<file path="src/rtl/lsu_defs.sv">
// Shared definitions for the load/store sequencer: funct3 size codes, FSM states
// and the request fault check.
package lsu_defs;

    localparam logic [2:0] F3_B  = 3'b000;
    localparam logic [2:0] F3_H  = 3'b001;
    localparam logic [2:0] F3_W  = 3'b010;
    localparam logic [2:0] F3_BU = 3'b100;
    localparam logic [2:0] F3_HU = 3'b101;

    typedef enum logic [2:0] {
        ST_IDLE,
        ST_RD_ADDR,
        ST_RD_DATA,
        ST_WR,
        ST_DONE
    } lsu_state_e;

    // A request faults on an unsupported size code or a misaligned halfword/word.
    function automatic logic is_fault(input logic write, input logic [2:0] funct3,
                                      input logic [1:0] lane);
        logic illegal;
        logic misaligned;
        illegal    = write ? (funct3 > F3_W) : (funct3 inside {3'b011, 3'b110, 3'b111});
        misaligned = 1'b0;
        case (funct3)
            F3_H, F3_HU: misaligned = lane[0];
            F3_W:        misaligned = |lane;
            default:     misaligned = 1'b0;
        endcase
        return illegal | misaligned;
    endfunction

endpackage

</file>
<file path="src/rtl/lsu_ctrl_if.sv">
// Request, response and memory-port bundle of lsu_ctrl; slave is the sequencer's
// view, master the requester/memory side.
interface lsu_ctrl_if #(parameter int ADDR_W = 32);

    logic              req_valid;
    logic              req_ready;
    logic              req_write;
    logic [2:0]        req_funct3;
    logic [ADDR_W-1:0] req_addr;
    logic [31:0]       req_wdata;

    logic              resp_valid;
    logic [31:0]       resp_rdata;
    logic              resp_fault;

    logic              mem_en;
    logic              mem_we;
    logic [3:0]        mem_be;
    logic [ADDR_W-1:0] mem_addr;
    logic [31:0]       mem_wdata;
    logic [31:0]       mem_rdata;

    modport slave (
        input  req_valid, req_write, req_funct3, req_addr, req_wdata, mem_rdata,
        output req_ready, resp_valid, resp_rdata, resp_fault,
               mem_en, mem_we, mem_be, mem_addr, mem_wdata
    );

    modport master (
        output req_valid, req_write, req_funct3, req_addr, req_wdata, mem_rdata,
        input  req_ready, resp_valid, resp_rdata, resp_fault,
               mem_en, mem_we, mem_be, mem_addr, mem_wdata
    );

endinterface

</file>
<file path="src/rtl/lsu_lane_align.sv">
// Lane steering for lsu_ctrl: load extract/extend and store merge or replicate.
// LSU_STORE_RMW_EN selects merged full-word stores instead of byte-enabled stores.
module lsu_lane_align
    import lsu_defs::*;
(
    input  logic [2:0]  funct3,
    input  logic [1:0]  lane,
    input  logic [31:0] rd_word,
    input  logic [31:0] merge_word,
    input  logic [31:0] wdata,
    output logic [31:0] load_data,
    output logic [31:0] store_word,
    output logic [3:0]  store_be
);

    logic [7:0]  byte_val;
    logic [15:0] half_val;

    assign byte_val = rd_word[{lane, 3'b000} +: 8];
    assign half_val = rd_word[{lane[1], 4'b0000} +: 16];

    always_comb begin
        load_data = rd_word;
        case (funct3)
            F3_B:    load_data = {{24{byte_val[7]}}, byte_val};
            F3_BU:   load_data = {24'h0, byte_val};
            F3_H:    load_data = {{16{half_val[15]}}, half_val};
            F3_HU:   load_data = {16'h0, half_val};
            default: load_data = rd_word;
        endcase
    end

`ifdef LSU_STORE_RMW_EN
    // Sub-word stores patch the previously read word and write it back whole.
    always_comb begin
        store_be   = 4'hF;
        store_word = merge_word;
        case (funct3)
            F3_B:    store_word[{lane, 3'b000} +: 8]     = wdata[7:0];
            F3_H:    store_word[{lane[1], 4'b0000} +: 16] = wdata[15:0];
            default: store_word = wdata;
        endcase
    end
`else
    logic [31:0] unused_merge;
    assign unused_merge = merge_word;

    // Sub-word stores replicate the data and let the byte enables pick the lane.
    always_comb begin
        store_be   = 4'hF;
        store_word = wdata;
        case (funct3)
            F3_B: begin
                store_be   = 4'b0001 << lane;
                store_word = {4{wdata[7:0]}};
            end
            F3_H: begin
                store_be   = 4'b0011 << {lane[1], 1'b0};
                store_word = {2{wdata[15:0]}};
            end
            default: begin
                store_be   = 4'hF;
                store_word = wdata;
            end
        endcase
    end
`endif

endmodule

</file>
<file path="src/rtl/lsu_ctrl.sv">
// Load/store sequencer between the controller and the word-wide memory.
// Optional macro LSU_STORE_RMW_EN: byte/halfword stores use read-modify-write.
module lsu_ctrl
    import lsu_defs::*;
#(
    parameter int ADDR_W = 32,
    parameter int DATA_W = 32
)
(
    input logic       clk,
    input logic       rst,
    lsu_ctrl_if.slave bus
);

    if (DATA_W != 32) begin : g_data_w_check
        $error("lsu_ctrl: DATA_W must be 32");
    end

    lsu_state_e        state;
    lsu_state_e        state_next;
    logic [ADDR_W-1:0] addr_q;
    logic [2:0]        funct3_q;
    logic [31:0]       wdata_q;
    logic              write_q;
    logic              fault_q;
    logic [31:0]       word_q;
    logic [31:0]       rdata_q;

    logic              accept;
    logic              req_fault;
    logic [ADDR_W-1:0] word_addr;
    logic [31:0]       load_data;
    logic [31:0]       store_word;
    logic [3:0]        store_be;

    assign accept    = bus.req_valid && (state == ST_IDLE);
    assign req_fault = is_fault(bus.req_write, bus.req_funct3, bus.req_addr[1:0]);
    assign word_addr = {addr_q[ADDR_W-1:2], 2'b00};

    lsu_lane_align u_align (
        .funct3     (funct3_q),
        .lane       (addr_q[1:0]),
        .rd_word    (bus.mem_rdata),
        .merge_word (word_q),
        .wdata      (wdata_q),
        .load_data  (load_data),
        .store_word (store_word),
        .store_be   (store_be)
    );

    always_ff @(posedge clk or posedge rst) begin
        if (rst) begin
            state <= ST_IDLE;
        end else begin
            state <= state_next;
        end
    end

    // Request fields are frozen at acceptance; memory data is captured in RD_DATA.
    always_ff @(posedge clk or posedge rst) begin
        if (rst) begin
            addr_q   <= '0;
            funct3_q <= 3'b000;
            wdata_q  <= 32'h0;
            write_q  <= 1'b0;
            fault_q  <= 1'b0;
            word_q   <= 32'h0;
            rdata_q  <= 32'h0;
        end else begin
            if (accept) begin
                addr_q   <= bus.req_addr;
                funct3_q <= bus.req_funct3;
                wdata_q  <= bus.req_wdata;
                write_q  <= bus.req_write;
                fault_q  <= req_fault;
            end
            if (state == ST_RD_DATA) begin
                word_q <= bus.mem_rdata;
                if (!write_q) begin
                    rdata_q <= load_data;
                end
            end
        end
    end

    assign bus.resp_rdata = rdata_q;

    always_comb begin
        state_next     = state;
        bus.req_ready  = 1'b0;
        bus.resp_valid = 1'b0;
        bus.resp_fault = 1'b0;
        bus.mem_en     = 1'b0;
        bus.mem_we     = 1'b0;
        bus.mem_be     = 4'h0;
        bus.mem_addr   = '0;
        bus.mem_wdata  = 32'h0;
        case (state)
            ST_IDLE: begin
                bus.req_ready = 1'b1;
                if (bus.req_valid) begin
                    if (req_fault) begin
                        state_next = ST_DONE;
                    end else if (!bus.req_write) begin
                        state_next = ST_RD_ADDR;
                    end else if (bus.req_funct3 == F3_W) begin
                        state_next = ST_WR;
                    end else begin
`ifdef LSU_STORE_RMW_EN
                        state_next = ST_RD_ADDR;
`else
                        state_next = ST_WR;
`endif
                    end
                end
            end
            ST_RD_ADDR: begin
                bus.mem_en   = 1'b1;
                bus.mem_addr = word_addr;
                state_next   = ST_RD_DATA;
            end
            ST_RD_DATA: begin
                state_next = write_q ? ST_WR : ST_DONE;
            end
            ST_WR: begin
                bus.mem_we    = 1'b1;
                bus.mem_be    = store_be;
                bus.mem_addr  = word_addr;
                bus.mem_wdata = store_word;
                state_next    = ST_DONE;
            end
            ST_DONE: begin
                bus.resp_valid = 1'b1;
                bus.resp_fault = fault_q;
                state_next     = ST_IDLE;
            end
            default: begin
                state_next = ST_IDLE;
            end
        endcase
    end

endmodule

</file>
<file path="src/flat_wrapper.sv">
// flat-port wrapper written by rule: the top's interface ports become plain ports
module lsu_ctrl_flat import lsu_defs::*;
#(
    parameter int ADDR_W = 32,
    parameter int DATA_W = 32
)
  (clk, rst, bus_req_valid, bus_req_write, bus_req_funct3, bus_req_addr, bus_req_wdata, bus_mem_rdata, bus_req_ready, bus_resp_valid, bus_resp_rdata, bus_resp_fault, bus_mem_en, bus_mem_we, bus_mem_be, bus_mem_addr, bus_mem_wdata);
  lsu_ctrl_if #(.ADDR_W(ADDR_W)) bus_i ();
  input logic clk;
  input logic rst;
  input wire logic [$bits(bus_i.req_valid)-1:0] bus_req_valid;
  input wire logic [$bits(bus_i.req_write)-1:0] bus_req_write;
  input wire logic [$bits(bus_i.req_funct3)-1:0] bus_req_funct3;
  input wire logic [$bits(bus_i.req_addr)-1:0] bus_req_addr;
  input wire logic [$bits(bus_i.req_wdata)-1:0] bus_req_wdata;
  input wire logic [$bits(bus_i.mem_rdata)-1:0] bus_mem_rdata;
  output wire logic [$bits(bus_i.req_ready)-1:0] bus_req_ready;
  output wire logic [$bits(bus_i.resp_valid)-1:0] bus_resp_valid;
  output wire logic [$bits(bus_i.resp_rdata)-1:0] bus_resp_rdata;
  output wire logic [$bits(bus_i.resp_fault)-1:0] bus_resp_fault;
  output wire logic [$bits(bus_i.mem_en)-1:0] bus_mem_en;
  output wire logic [$bits(bus_i.mem_we)-1:0] bus_mem_we;
  output wire logic [$bits(bus_i.mem_be)-1:0] bus_mem_be;
  output wire logic [$bits(bus_i.mem_addr)-1:0] bus_mem_addr;
  output wire logic [$bits(bus_i.mem_wdata)-1:0] bus_mem_wdata;
  assign bus_i.req_valid = bus_req_valid;
  assign bus_i.req_write = bus_req_write;
  assign bus_i.req_funct3 = bus_req_funct3;
  assign bus_i.req_addr = bus_req_addr;
  assign bus_i.req_wdata = bus_req_wdata;
  assign bus_i.mem_rdata = bus_mem_rdata;
  assign bus_req_ready = bus_i.req_ready;
  assign bus_resp_valid = bus_i.resp_valid;
  assign bus_resp_rdata = bus_i.resp_rdata;
  assign bus_resp_fault = bus_i.resp_fault;
  assign bus_mem_en = bus_i.mem_en;
  assign bus_mem_we = bus_i.mem_we;
  assign bus_mem_be = bus_i.mem_be;
  assign bus_mem_addr = bus_i.mem_addr;
  assign bus_mem_wdata = bus_i.mem_wdata;
  lsu_ctrl #(.ADDR_W(ADDR_W), .DATA_W(DATA_W)) u_core (.clk(clk), .rst(rst), .bus(bus_i));
endmodule
</file>
<file path="config.mk">
export PLATFORM = sky130hd
export DESIGN_NAME = lsu_ctrl_flat
export DESIGN_NICKNAME = d
export VERILOG_FILES = /design/src/rtl/lsu_defs.sv /design/src/rtl/lsu_ctrl_if.sv /design/src/rtl/lsu_lane_align.sv /design/src/rtl/lsu_ctrl.sv /design/src/flat_wrapper.sv
export SDC_FILE = /design/constraint.sdc
export NUM_CORES = 1
export LEC_CHECK = 0
export BUFFER_PORTS_ARGS = -buffer_cell sky130_fd_sc_hd__buf_2
export CAP_MARGIN = 10
export CORE_ASPECT_RATIO = 0.7
export CORE_MARGIN = 2
export CORE_UTILIZATION = 50
export DETAILED_ROUTE_END_ITERATION = 8
export PLACE_DENSITY_LB_ADDON = 0.08
export SETUP_SLACK_MARGIN = 0.4
export SLEW_MARGIN = 20
export SYNTH_ARGS = -nofsm -noshare
export SYNTH_HDL_FRONTEND = slang
export SYNTH_HIERARCHICAL = 1
export SYNTH_SLANG_ARGS = --single-unit
</file>
<file path="constraint.sdc">
create_clock -name clk -period 11.2 [get_ports clk]
set_clock_uncertainty 0.2 [all_clocks]
set_input_delay 1.68 -clock clk [delete_from_list [all_inputs] [get_ports clk]]
set_output_delay 1.68 -clock clk [all_outputs]
set_load 0.05 [all_outputs]
</file>
==> results of run 1 <==
## cell type report
class | instances | area, um2 | area share, %
clock buffers | 13 | 250 | 3.67
clock inverters | 1 | 5.00 | 0.0733
inverters | 4 | 17.5 | 0.257
multi-input cells | 457 | 2670 | 39.1
flip-flops and latches | 104 | 2600 | 38.1
well taps | 153 | 191 | 2.80
repair buffers | 211 | 1090 | 16.0
## worst max path at each step
| stage | startpoint | cells past startpoint | end |
|---|---|---|---|
| after floorplan | rst | 1 | u_core/addr_q[0]$_DFFE_PP0P_ |
| after global placement | u_core/funct3_q[1]$_DFFE_PP0P_ | 4 | bus_mem_wdata[23] |
| after detailed placement | u_core/funct3_q[1]$_DFFE_PP0P_ | 4 | bus_mem_wdata[22] |
| after CTS | u_core/funct3_q[1]$_DFFE_PP0P_ | 4 | bus_mem_wdata[22] |
| after global routing | u_core/funct3_q[1]$_DFFE_PP0P_ | 4 | bus_mem_wdata[12] |
| final | u_core/funct3_q[1]$_DFFE_PP0P_ | 4 | bus_mem_wdata[12] |
## per-layer routing
metal / track usage (%) / vias up
li1: - / 2356
met5: 0 / -
met1: 34.2 / 2296
met4: 5.67 / 0
met3: 5.78 / 15
met2: 37.7 / 163
## flip-flops by register name, summed over array words and instances, names as in the netlist
signal,flops
u_core/addr_q,32
u_core/bus.resp_rdata,32
u_core/wdata_q,32
u_core/funct3_q,3
u_core/state,3
u_core/fault_q,1
u_core/write_q,1
## worst min-delay path: cells and delay by family, from the launching register on
family	cells	cell delay (ps)
and+or+nand+nor	2	100
DFF	1	330
## power by group
part           switching (mW)  internal [mW]
Sequential              0.158          0.554
Combinational           0.706          0.369
Clock                   0.128          0.154
Total                   0.992           1.08
## per-stage QoR
stage / power, mW / instances / instance area [um2] / utilization (%)
2_1_floorplan: 1.57 / 625 / 5600 / -
3_3_place_gp: 1.75 / 928 / 6540 / 59.6
3_5_place_dp: 1.79 / 928 / 6540 / 59.6
4_1_cts: 2.07 / 942 / 6790 / 61.9
5_1_grt: 2.22 / 943 / 6830 / 62.2
6_report: 2.07 / 943 / 6830 / 62.2
==> impl_metrics.toml, run 1 <==
[drt]
route.detailed.drc = 0
met1_length_mm = 6.58
vias_per_cell = 5.12
wl_met2_mm = 6.66
dr.pass1.iters = 4
vias = 4830
finalWirelength_mm = 14.4
routedWlPerCell_um = 15.3
top_layer_used = "met4"
drtAntennaViolNets = 0
routed-wl-met3_mm = 1.00
drt_iter0_drc = 242

[setup_path]
worstSetupPathType = "reg2out"
r2r_cells = 4
startpoint_type = "flip-flop"
critical_path.cell_chain = "nor3_2 > mux2_2 > and3_1 > buf_2"
r2r-start = "u_core/funct3_q[1]$_DFFE_PP0P_"
path_buf_inv = 1
cp_max_fo = 31
r2r_end = "u_core/bus.resp_rdata[29]$_DFFE_PP0P_"
ff2ff_setup_slack_ps = 8310
critPathArrivalTime_ps = 2800
critical_path.slowest_cell = "nor3_2"
worstPathRequired_ps = 9320
slowest_delay_ps = 920
crit_path_end_kind = "output pin"
critPathTopFamily = "simple AND/OR/NAND/NOR gates"

[layout]
drive_gt1_share_pct = 34.4
final_cell_mix = "nand2_1 (237), buf_2 (205), dfrtp_1 (104)"
n_antenna_cell = 0
nFillCells = 986
nets = 890
area_growth_pct = 22.0
mostFrequentLayoutCell = "nand2_1"

[power_and_ir_drop]
power_leakage_nw = 3.91
ir_drop_uv = 116
power_density_nw_per_um2 = 303

[floorplanning]
rows = 32
io_pins = 208
die_w_um = 130
die_y_um = 92.5
fp.dieArea_um2 = 12100
start_util_pct = 51.0
coreArea_um2 = 11000

[cts]
cts_buffers = 9
cts.path.max_buffers = 2
clk_pin_slew_worst_paths_ps = 70
hold_buffers = 0
cts-resized-gates = 0
root_buffer = "clkbuf_16"
insertion_delay_ps = 340
clkSinkCount = 104
htree_levels = 3
cts_tree = "yes"
cts_setup_buffers = 0

[hold_path]
min-delay-start = "u_core/addr_q[29]$_DFFE_PP0P_"
min_to = "u_core/addr_q[29]$_DFFE_PP0P_"
worstHoldPathCells = 2
hp-class = "reg2reg"

[place]
hpwl_mm = 10.1
pre_cts_ws_ps = 6780
port_buffers = 205
gp_congestion = 0.868

[global_routing]
antenna_found_initial = 0
grt_start_max_net_pins = 75
grt_pass1_wl_mm = 22.9
grt_use_total_pct = 24.1
grt_pass1_vias = 4558
grt.overflow.total = 0

[sta]
period_needed_ps = 4680
finalCritPeriodShare_pct = 41.8
report.final.hold_viol_count = 0
setup-tns-final_ps = 0
layout_setup_ws_ps = 6520
drv_slew = 0
rsz0062_at_grt = "no"
fmax_mhz = 214
relSlewSlack_pct = 32.7
setup_viol = 0
holdWs_ps = 264
worstMarginPinSlew_ps = 1010

[synthesis]
syn_avg_cell_area_um2 = 8.97
synthCells = 624
synth_area_um2 = 5600
synth_warnings = 6

[status]
outcome = "completed"

[run]
maxCapViolations = 0
No activity file was read; power rests on OpenSTA's default activity.
==> run 2: changes to the inputs <==
- clock period: 11.2 -> 4.6 ns (I/O delays scaled with it)
==> run 2 against run 1 <==
Wire length shrank 2.3%. Sequential power grew 150%. First-iteration DRC count shrank 1.7%. Critical path type unchanged. Critical endpoint unchanged. Highest routed layer unchanged.
==> impl_metrics.toml, run 2 (synthesis results as in run 1) <==
[drt]
vias_per_cell = 5.06
routedWlPerCell_um = 14.9
dr.pass1.iters = 5
vias = 4782
route.detailed.drc = 0
drt_iter0_drc = 238
drtAntennaViolNets = 0
finalWirelength_mm = 14.1

[floorplanning]
io_pins = 208
start_util_pct = 51.0
fp.dieArea_um2 = 12100
die_w_um = 130
die_y_um = 92.5
coreArea_um2 = 11000
rows = 32

[global_routing]
grt_pass1_vias = 4605
grt_use_total_pct = 23.5
antenna_found_initial = 1
grt.overflow.total = 0
grt_start_max_net_pins = 75
grt_pass1_wl_mm = 22.6

[sta]
report.final.hold_viol_count = 0
layout_setup_ws_ps = 828
setup-tns-final_ps = 0
relSlewSlack_pct = 28.3
setup_viol = 0
rsz0062_at_grt = "no"
drv_slew = 0
period_needed_ps = 3770
finalCritPeriodShare_pct = 82.0
fmax_mhz = 265
worstMarginPinSlew_ps = 1070
holdWs_ps = 265

[setup_path]
path_buf_inv = 1
critPathTopFamily = "simple AND/OR/NAND/NOR gates"
critical_path.slowest_cell = "nor3_2"
r2r_cells = 4
critPathArrivalTime_ps = 2880
critical_path.startpoint = "u_core/funct3_q[1]$_DFFE_PP0P_"
cp_max_fo = 31
slowest_delay_ps = 1010
startpoint_type = "flip-flop"
worstPathRequired_ps = 3710
r2r-start = "u_core/funct3_q[1]$_DFFE_PP0P_"
crit_path_end_kind = "output pin"
ff2ff_setup_slack_ps = 1780
r2r_end = "u_core/bus.resp_rdata[28]$_DFFE_PP0P_"
critical_path.cell_chain = "nor3_2 > mux2_2 > and3_1 > buf_2"
worstSetupPathType = "reg2out"

[place]
place_inst = 928
pre_cts_ws_ps = 1220
gp_congestion = 0.852
hpwl_mm = 9.94
port_buffers = 205
postPlaceCellArea_um2 = 6540

[layout]
area_growth_pct = 22.7
final_cell_mix = "nand2_1 (237), buf_2 (205), dfrtp_1 (103)"
final_core_util_pct = 62.6
n_antenna_cell = 0
nFillCells = 1014
design_area_um2 = 6870
fin_cells = 945
mostFrequentLayoutCell = "nand2_1"
nets = 890
drive_gt1_share_pct = 35.1

[cts]
cts_tree = "yes"
hold_buffers = 0
clkSinkCount = 104
clk_pin_slew_worst_paths_ps = 70
insertion_delay_ps = 340
root_buffer = "clkbuf_16"
cts_setup_buffers = 0
cts_buffers = 9
cts-resized-gates = 0
htree_levels = 3
cts.path.max_buffers = 2

[hold_path]
worstHoldPathCells = 2
hp-class = "reg2reg"
min_to = "u_core/addr_q[2]$_DFFE_PP0P_"
min-delay-start = "u_core/addr_q[2]$_DFFE_PP0P_"

[run]
maxCapViolations = 0

[power_and_ir_drop]
p_sw_share_pct = 47.5
comb_power_share_pct = 50.6
clkPwrFrac_pct = 15.0
p_switching_mw = 2.42
fin_total_pwr_mw = 5.10
p_int_mw = 2.68
p_seq_share_pct = 34.4
ir_drop_uv = 258
power_leakage_nw = 3.93
power_density_nw_per_um2 = 743

[status]
outcome = "completed"
## run 2: area by class of cell
class / count / area (um2) / share of cell area [%]
inverters: 4 / 17.5 / 0.255
clock buffers: 10 / 239 / 3.48
clock inverters: 6 / 58.8 / 0.857
well taps: 153 / 191 / 2.79
multi-input cells: 457 / 2660 / 38.8
repair buffers: 211 / 1090 / 15.9
flip-flops and latches: 104 / 2600 / 37.9
## run 2: worst max-delay path by stage
| stage | end | slack (ps) | depth (start not counted) |
|---|---|---|---|
| after floorplan | u_core/addr_q[0]$_DFFE_PP0P_ | 980 | 1 |
| after detailed placement | bus_mem_wdata[12] | 1220 | 4 |
| after global placement | bus_mem_wdata[10] | 1300 | 4 |
| after CTS | bus_mem_wdata[12] | 840 | 4 |
| after global routing | bus_mem_wdata[12] | 690 | 4 |
| final | bus_mem_wdata[12] | 830 | 4 |
## run 2: power by group through the flow
stage	combinational, mW	clock, mW	sequential [mW]
5_1_grt	2.82	0.820	1.83
4_1_cts	2.58	0.784	1.76
3_3_place_gp	2.52	0	1.75
6_report	2.58	0.763	1.76
2_1_floorplan	1.82	0	2.00
3_5_place_dp	2.57	0	1.77
## run 2: metal layers
metal | global-route usage (%) | vias to the layer above | routed length [um]
met5 | 0 | - | 0
li1 | - | 2354 | -
met1 | 33.0 | 2226 | 6450
met3 | 5.37 | 23 | 971
met2 | 37.2 | 179 | 6470
met4 | 6.12 | 0 | 184
## run 2: tightest hold or removal path: cells and delay by family (launching register included)
family	cells	cell delay, ps
flip-flops	1	330
AND/OR/NAND/NOR	2	100
==> run 3: changes to the inputs <==
- CORE_UTILIZATION: 50 -> 47
- clock period: 4.6 -> 3.1 ns (I/O delays scaled with it)
==> run 3 against run 2 <==
Global-route usage fell by 1.3 points. Combinational power up 56%. Clock power grew 39%. Critical path type unchanged. Highest routed layer unchanged.
==> impl_metrics.toml, run 3 (synthesis results as in run 1) <==
[layout]
n_antenna_cell = 0
drive_gt1_share_pct = 35.4
nets = 896
area_growth_pct = 23.5
nFillCells = 1105
final_cell_mix = "nand2_1 (237), buf_2 (205), dfrtp_1 (103)"
mostFrequentLayoutCell = "nand2_1"

[sta]
period_needed_ps = 2650
relSlewSlack_pct = 43.5
drv_slew = 0
holdWs_ps = 61.8
report.final.hold_viol_count = 0
rsz0062_at_grt = "yes"
setup-tns-final_ps = 0
finalCritPeriodShare_pct = 85.3
fmax_mhz = 378
setup_viol = 0
worstMarginPinSlew_ps = 841

[global_routing]
use_met1_pct = 30.2
grt_start_max_net_pins = 105
grt_use_total_pct = 22.2
grt_util_met2_pct = 36.8
antenna_found_initial = 0
grt_pass1_wl_mm = 22.5
grt_pass1_vias = 4493
grt.overflow.total = 0
gr-max-usage-layer = "met2"
grt_use_met3_pct = 5.05

[power_and_ir_drop]
power_density_nw_per_um2 = 1100
power_leakage_nw = 3.94
ir_drop_uv = 426

[status]
outcome = "completed"

[cts]
clkSinkCount = 104
cts.path.max_buffers = 2
htree_levels = 3
cts_buffers = 9
clk_pin_slew_worst_paths_ps = 60
root_buffer = "clkbuf_16"
cts_tree = "yes"
insertion_delay_ps = 340

[drt]
dr.pass1.iters = 4
vias_per_cell = 5.06
routedWlPerCell_um = 15.3
vias = 4818
route.detailed.drc = 0
drt_iter0_drc = 294
finalWirelength_mm = 14.5
drtAntennaViolNets = 0

[setup_path]
cp_max_fo = 24
critical_path.slowest_cell = "dfrtp_1"
critical_path.cell_chain = "nor2_2 > buf_8 > mux2_2 > and3_1 > buf_2"
startpoint_type = "flip-flop"
worstSetupPathType = "reg2out"
slowest_delay_ps = 450
crit_path_end_kind = "output pin"
worstPathRequired_ps = 2430
critPathArrivalTime_ps = 1980

[place]
gp_congestion = 0.872
hpwl_mm = 10.4
port_buffers = 205

[run]
maxCapViolations = 0

[floorplanning]
die_w_um = 134
rows = 33
fp.dieArea_um2 = 12800
start_util_pct = 48.1
io_pins = 208
die_y_um = 95.3
coreArea_um2 = 11600

[hold_path]
hp-class = "in2async"
-- run 3: cell types whose count changed in the layout (fill, tap and decap cells not counted), sizes merged --
cell,previous run,this run
inv,4,3
bufinv,1,0
clkinvlp,0,2
clkinv,5,1
buf,211,217
clkbuf,10,12
-- run 3: final timing paths --
check | start | endpoint | slack, ps | cells past startpoint
worst max-delay path | u_core/funct3_q[2]$_DFFE_PP0P_ | bus_mem_wdata[23] | 450 | 5
worst min-delay path | rst | u_core/addr_q[5]$_DFFE_PP0P_ | 60 | 3
worst max register to register | u_core/addr_q[0]$_DFFE_PP0P_ | u_core/bus.resp_rdata[14]$_DFFE_PP0P_ | 830 | 4
worst min register to register | u_core/addr_q[25]$_DFFE_PP0P_ | u_core/addr_q[25]$_DFFE_PP0P_ | 270 | 2
max in group asynchronous | rst | u_core/addr_q[1]$_DFFE_PP0P_ | 2140 | 3
min in group clk | bus_req_addr[25] | u_core/addr_q[25]$_DFFE_PP0P_ | 110 | 3
-- run 3: area by class of cell --
| type | instances | area [um2] | area share (%) |
|---|---|---|---|
| clock buffer | 12 | 256 | 3.71 |
| inverter | 4 | 18.8 | 0.271 |
| sequential | 104 | 2600 | 37.7 |
| timing repair buffer | 217 | 1150 | 16.7 |
| tap | 157 | 196 | 2.84 |
| multi-input combinational | 457 | 2670 | 38.6 |
| clock inverter | 2 | 16.3 | 0.235 |
-- run 3: worst max-delay path: cells and delay by family (launching register included) --
kind	cells	cell delay [ps]
buffers and inverters	2	440
and+or+nand+nor	2	380
muxes	1	370
DFF	1	450
-- run 3: per-layer routing --
| metal | up-vias | wire, um |
|---|---|---|
| met2 | 147 | 6900 |
| met4 | 0 | 161 |
| met5 | - | 0 |
| li1 | 2372 | - |
| met1 | 2286 | 6620 |
| met3 | 13 | 852 |
-- run 3: what timing repair did --
item | 4_1_cts | 5_1_grt
setup endpoints to repair | 17 | 14
buffers inserted | 1 | 0
endpoints found under the hold margin | 0 | 0
pin swaps | 0 | 0
gates cloned | 0 | 0
resized for setup | 1 | 3
hold buffers | 0 | 0
-- run 3: stage by stage --
stage / instances / util, % / power, mW / instance area [um2] / setup slack, ps
after floorplan: 625 / - / 5.67 / 5610 / 590
after global routing: 953 / 59.4 / 8.08 / 6910 / 381
after CTS: 953 / 59.3 / 7.61 / 6900 / 430
after global placement: 938 / 56.9 / 6.42 / 6620 / 736
final: 953 / 59.4 / 7.58 / 6910 / 455
after detailed placement: 938 / 56.9 / 6.52 / 6620 / 751
-- run 3: power breakdown --
group	switching [mW]	total [mW]	internal (mW)
Clock	0.480	1.06	0.582
Sequential	0.490	2.49	2.00
Combinational	2.64	4.02	1.39
Total	3.61	7.58	3.97
